File: config.mk
export PLATFORM = sky130hd
export DESIGN_NAME = regfile_write_arbiter
export DESIGN_NICKNAME = d
export VERILOG_FILES = /design/src/rtl/regfile_pkg.sv /design/src/rtl/rr_arbiter.sv /design/src/rtl/regfile_write_arbiter.sv
export SDC_FILE = /design/constraint.sdc
export NUM_CORES = 1
export LEC_CHECK = 0
export BUFFER_PORTS_ARGS = -buffer_cell sky130_fd_sc_hd__buf_2
export CAP_MARGIN = 20
export CORE_MARGIN = 5
export CORE_UTILIZATION = 45
export DETAILED_ROUTE_END_ITERATION = 12
export GPL_TIMING_DRIVEN = 0
export HOLD_SLACK_MARGIN = 0.06
export PLACE_DENSITY = 0.87
export SLEW_MARGIN = 10
export SYNTH_ARGS = -nofsm -noshare
export SYNTH_HDL_FRONTEND = slang
export SYNTH_SLANG_ARGS = --single-unit
export TNS_END_PERCENT = 30
File: constraint.sdc
create_clock -name i_clk -period 3 [get_ports i_clk]
set_clock_uncertainty 0.2 [all_clocks]
set_input_delay 0.3 -clock i_clk [delete_from_list [all_inputs] [get_ports i_clk]]
set_output_delay 0.3 -clock i_clk [all_outputs]
set_load 0.02 [all_outputs]
File: src/rtl/regfile_pkg.sv
// Register-file geometry shared by the writeback arbiter and its users.
package regfile_pkg;
  localparam int REGFILE_ADDR_W   = 3;
  localparam int REGFILE_DATA_W   = 16;
  localparam int REGFILE_NUM_REGS = 2 ** REGFILE_ADDR_W;

  typedef logic [REGFILE_ADDR_W-1:0] rf_addr_t;
  typedef logic [REGFILE_DATA_W-1:0] rf_data_t;
endpackage

File: src/rtl/rr_arbiter.sv
// Combinational round-robin picker: grants the first requester at or after
// the pointer, returning a one-hot grant and the matching index.
module rr_arbiter #(
  parameter int NUM_REQ = 2,
  parameter int IDX_W   = (NUM_REQ > 1) ? $clog2(NUM_REQ) : 1
) (
  input  logic [NUM_REQ-1:0] i_req,
  input  logic [IDX_W-1:0]   i_pointer,
  input  logic               i_enable,
  output logic [NUM_REQ-1:0] o_grant,
  output logic [IDX_W-1:0]   o_grant_idx,
  output logic               o_grant_valid
);

  // Scan in priority order starting at the pointer, wrapping past NUM_REQ-1.
  always_comb begin
    int               w_pos;
    logic [IDX_W-1:0] w_idx;
    logic             w_found;
    o_grant       = '0;
    o_grant_idx   = '0;
    o_grant_valid = 1'b0;
    w_found       = 1'b0;
    w_pos         = 0;
    w_idx         = '0;
    for (int k = 0; k < NUM_REQ; k++) begin
      w_pos = int'(i_pointer) + k;
      if (w_pos >= NUM_REQ) w_pos = w_pos - NUM_REQ;
      w_idx = w_pos[IDX_W-1:0];
      if (i_enable && !w_found && i_req[w_idx]) begin
        w_found        = 1'b1;
        o_grant[w_idx] = 1'b1;
        o_grant_idx    = w_idx;
        o_grant_valid  = 1'b1;
      end
    end
  end

endmodule

File: src/rtl/regfile_write_arbiter.sv
// Round-robin arbiter for the shared register-file write port, with a RAW-hazard busy mask.
// Optional macro REGFILE_R0_PROTECT_EN makes register 0 unwritable (grants still handshake).
module regfile_write_arbiter
  import regfile_pkg::*;
#(
  parameter int NUM_REQ = 2,
  parameter int ADDR_W  = REGFILE_ADDR_W,
  parameter int DATA_W  = REGFILE_DATA_W,
  localparam int IDX_W  = (NUM_REQ > 1) ? $clog2(NUM_REQ) : 1
) (
  input  logic                      i_clk,
  input  logic                      i_rst,
  input  logic                      i_hold,
  input  logic [NUM_REQ-1:0]        i_req_valid,
  input  logic [NUM_REQ*ADDR_W-1:0] i_req_addr,
  input  logic [NUM_REQ*DATA_W-1:0] i_req_data,
  output logic [NUM_REQ-1:0]        o_req_ready,
  output logic                      o_rf_write_enable,
  output logic [ADDR_W-1:0]         o_rf_write_addr,
  output logic [DATA_W-1:0]         o_rf_write_data,
  output logic [IDX_W-1:0]          o_grant_id,
  output logic [2**ADDR_W-1:0]      o_busy_mask
);

  logic [IDX_W-1:0]   r_ptr;
  logic               r_we;
  logic [ADDR_W-1:0]  r_addr;
  logic [DATA_W-1:0]  r_data;
  logic [IDX_W-1:0]   r_gid;

  logic [NUM_REQ-1:0] w_grant;
  logic [IDX_W-1:0]   w_grant_idx;
  logic               w_grant_valid;
  logic               w_arb_en;
  logic               w_write_ok;
  logic [ADDR_W-1:0]  w_sel_addr;
  logic [DATA_W-1:0]  w_sel_data;
  logic [IDX_W-1:0]   w_ptr_next;

  assign w_arb_en = !i_hold && !i_rst;

  rr_arbiter #(
    .NUM_REQ(NUM_REQ),
    .IDX_W  (IDX_W)
  ) u_arb (
    .i_req        (i_req_valid),
    .i_pointer    (r_ptr),
    .i_enable     (w_arb_en),
    .o_grant      (w_grant),
    .o_grant_idx  (w_grant_idx),
    .o_grant_valid(w_grant_valid)
  );

  assign w_sel_addr = i_req_addr[w_grant_idx*ADDR_W +: ADDR_W];
  assign w_sel_data = i_req_data[w_grant_idx*DATA_W +: DATA_W];
  assign w_ptr_next = (w_grant_idx == IDX_W'(NUM_REQ - 1)) ? '0 : w_grant_idx + 1'b1;

`ifdef REGFILE_R0_PROTECT_EN
  assign w_write_ok = w_grant_valid && (w_sel_addr != '0);
`else
  assign w_write_ok = w_grant_valid;
`endif

  // Registered write port; a suppressed r0 write still advances the pointer but leaves rf_* alone.
  always_ff @(posedge i_clk) begin
    if (i_rst) begin
      r_we   <= 1'b0;
      r_addr <= '0;
      r_data <= '0;
      r_gid  <= '0;
      r_ptr  <= '0;
    end else begin
      r_we <= w_write_ok;
      if (w_grant_valid) r_ptr <= w_ptr_next;
      if (w_write_ok) begin
        r_addr <= w_sel_addr;
        r_data <= w_sel_data;
        r_gid  <= w_grant_idx;
      end
    end
  end

  always_comb begin
    o_busy_mask = '0;
    for (int i = 0; i < NUM_REQ; i++) begin
      if (i_req_valid[i]) o_busy_mask[i_req_addr[i*ADDR_W +: ADDR_W]] = 1'b1;
    end
    if (r_we) o_busy_mask[r_addr] = 1'b1;
`ifdef REGFILE_R0_PROTECT_EN
    o_busy_mask[0] = 1'b0;
`endif
    if (i_rst) o_busy_mask = '0;
  end

  assign o_req_ready       = w_grant;
  assign o_rf_write_enable = r_we;
  assign o_rf_write_addr   = r_addr;
  assign o_rf_write_data   = r_data;
  assign o_grant_id        = r_gid;

endmodule

==> impl_metrics.py <==
metrics = {
    "run_status": {
        "outcome": "finished, final reports clean",
    },
    "global_route": {
        "busiest_layer": "met2",
        "grt_usage_pct": 23.3,
        "grt_pass1_wl_um": 7760,
        "use_met2_pct": 38.5,
        "grt_max_degree": 13,
        "use_met1_pct": 28.2,
        "grt_use_met3_pct": 6.04,
        "grt_pass1_vias": 1707,
        "antenna_found_initial": 0,
        "gr-total-overflow": 0,
    },
    "timing": {
        "fmax_mhz": 460,
        "final_max_slew_viol_count": 0,
        "slew_headroom_pct": 65.1,
        "post-route-min-period_ps": 2180,
        "rsz0062_at_grt": "no",
        "period_share_pct": 72.5,
        "hold_violations": 0,
        "setup_tns_ps": 0,
        "worst_pin_slew_ps": 522,
        "finalSetupViolations": 0,
    },
    "synth": {
        "synth.distinct_cells": 28,
        "synth_edf_count": 0,
        "syn_nets": 215,
        "ys_seq_area_share_pct": 32.8,
        "ys_seq_elements": 22,
        "ys_warn_count": 0,
        "synth_ff_type": "dfxtp_1",
        "syn_area_um2": 1340,
        "synth_cells": 172,
        "synthArstFlopShare_pct": 0,
        "synth_area_per_cell_um2": 7.80,
    },
    "placed_design": {
        "place_congestion": 0.958,
        "hpwl_um": 3350,
        "port_buffers": 73,
    },
    "power_and_ir_drop": {
        "p_int_mw": 0.463,
        "swShare_pct": 32.7,
        "power.share.combinational_pct": 29.0,
        "power_frac_seq_pct": 46.0,
        "p_leak_nw": 0.819,
        "p_sw_mw": 0.225,
        "p_per_area_nw_per_um2": 354,
        "clockPowerShare_pct": 25.0,
        "vdd_drop_max_mv": 0.193,
        "total_power_mw": 0.688,
    },
    "finish": {
        "fillCellCount": 245,
        "n_antenna_cell": 0,
        "fin_nets": 309,
        "most-common-layout-cells": "buf_2 (80), nand3_1 (24), dfxtp_1 (22), a31oi_1 (18), nand4_1 (17)",
        "final_common_cell": "buf_2",
        "drive_gt1_share_pct": 35.1,
        "utilization_pct": 69.2,
        "area_growth_pct": 44.8,
    },
    "worst_setup_path": {
        "worstSetupStartpoint": "r_ptr",
        "critical_path.n_buffers_inverters": 4,
        "crit_chain": "nand2b_1, buf_4, buf_2, nand3_1, inv_1, buf_2",
        "start_kind": "flop",
        "reg2reg_to": "o_rf_write_data[4]",
        "cp_max_fo": 10,
        "slowest_delay_ps": 430,
        "crit_end": "o_req_ready[1]",
        "required_ps": 2500,
        "worst-path-stages": 6,
        "critPathSlowestCell": "dfxtp_1",
        "path_class": "reg2out",
        "crit_top_cell": "buf_2",
        "critical-path-top-delay-family": "buffers and inverters",
        "arrival_ps": 1680,
        "endpoint_kind": "primary output",
        "reg2reg_from": "r_ptr",
        "rr_worst_depth": 6,
        "r2r_slack_ps": 900,
    },
    "clock_tree": {
        "insertion_delay_ps": 330,
        "cts_root_buffer": "clkbuf_4",
        "cts.sinks": 22,
        "tritoncts": "yes",
        "clk_pin_slew_ps": 130,
        "clock_path_buffers": 2,
        "h-tree-depth": 1,
        "cts_buffers": 3,
        "cts_resized": 0,
        "post_cts_buffers": 0,
    },
    "drt": {
        "routed_wl_um": 4790,
        "firstDrtPassIters": 4,
        "drtIter0Drc": 163,
        "viasPerCell": 6.03,
        "ant_nets": 0,
        "vias": 1786,
        "route.detailed.drc": 0,
        "wire_per_inst_um": 16.2,
    },
    "die": {
        "rows": 19,
        "initial_core_util_pct": 47.8,
        "fp.dieArea_um2": 4170,
        "pin_count": 74,
        "coreArea_um2": 2810,
        "die_w_um": 64.6,
        "die_h_um": 64.6,
    },
    "job": {
        "max-cap-violations": 0,
    },
    "worst_hold_path": {
        "whs_path_depth": 3,
        "hp-class": "in2reg",
    },
}
-- power groups by stage --
stage	clock [mW]	combinational (mW)	sequential, mW
6_report	0.172	0.199	0.317
5_1_grt	0.190	0.216	0.320
3_3_place_gp	0	0.177	0.323
2_1_floorplan	0	0.0853	0.341
4_1_cts	0.173	0.194	0.317
3_5_place_dp	0	0.180	0.323
-- worst min path at each step --
stage / startpoint / end / slack [ps]
2_1_floorplan: i_req_data[10] / o_rf_write_data[10] / 290
3_3_place_gp: o_grant_id / o_grant_id / 260
3_5_place_dp: o_grant_id / o_grant_id / 270
4_1_cts: i_req_data[25] / o_rf_write_data[9] / 60
5_1_grt: i_req_data[2] / o_rf_write_data[2] / 60
6_report: i_req_data[16] / o_rf_write_data[0] / 60
-- timing repair --
| item | CTS | global route |
|---|---|---|
| setup endpoints to repair | 0 | 0 |
| endpoints found under the hold margin | 11 | 1 |
| hold buffers | 15 | 1 |
-- synth_stat cells (3+ instances only) --
cell	number	area, µm²
a21oi_1	10	50.1
clkbuf_1	8	30.0
a31oi_1	18	113
nor4b_1	3	26.3
nor2_1	7	26.3
buf_4	3	22.5
buf_2	7	35.0
a2111oi_0	5	43.8
o21ai_0	14	70.1
nor4_1	5	31.3
nand4_1	17	106
nor2b_1	9	56.3
nor4b_2	3	45.0
nand3_1	24	120
dfxtp_1	22	440
-- tightest hold or removal path, cell delays in order --
cell	delay, ps
buf_2	100
nand4_1	70
a31oi_1	70
-- layout make-up --
cell class                      count  area (µm²)  share of cell area, %
Sequential cell                    22         440                   22.7
Inverter                            2        7.51                  0.387
Tap cell                           31        38.8                   2.00
Multi-Input combinational cell    129         795                   40.9
Clock buffer                        4        36.3                   1.87
Timing Repair Buffer               89         526                   27.1
Buffer                             19        98.8                   5.09
-- cell families (layout without fill, tap and decap cells) --
kind of cell,count (synthesis),count (layout),share of synthesized area (%)
AND/OR/NAND/NOR,75,75,33.9
buffers and inverters,21,114,7.93
AO/OA/AOI/OAI,54,54,25.4
flip-flops,22,22,32.8
-- flip-flops by register name, indices dropped and copies added, names as in the netlist --
signal / cells
o_rf_write_addr: 3
o_rf_write_data: 16
o_rf_write_enable: 1
r_ptr: 1
o_grant_id: 1
-- routing by layer --
metal	wire [µm]	vias to the layer above	share of wire, %
met5	0	-	0
met4	133	0	2.8
met3	496	13	10
met2	2260	112	47
met1	1910	795	40
li1	-	866	-
-- stage by stage --
stage	cells	cell area, µm²	hold slack, ps	worst slack, ps
3_3_place_gp	276	1750	260	1130
5_1_grt	296	1940	61.7	697
4_1_cts	295	1930	60.2	846
2_1_floorplan	172	1340	286	1260
6_report	296	1940	58.1	824
3_5_place_dp	276	1750	267	1120
Power figures use the tool's default switching activity.
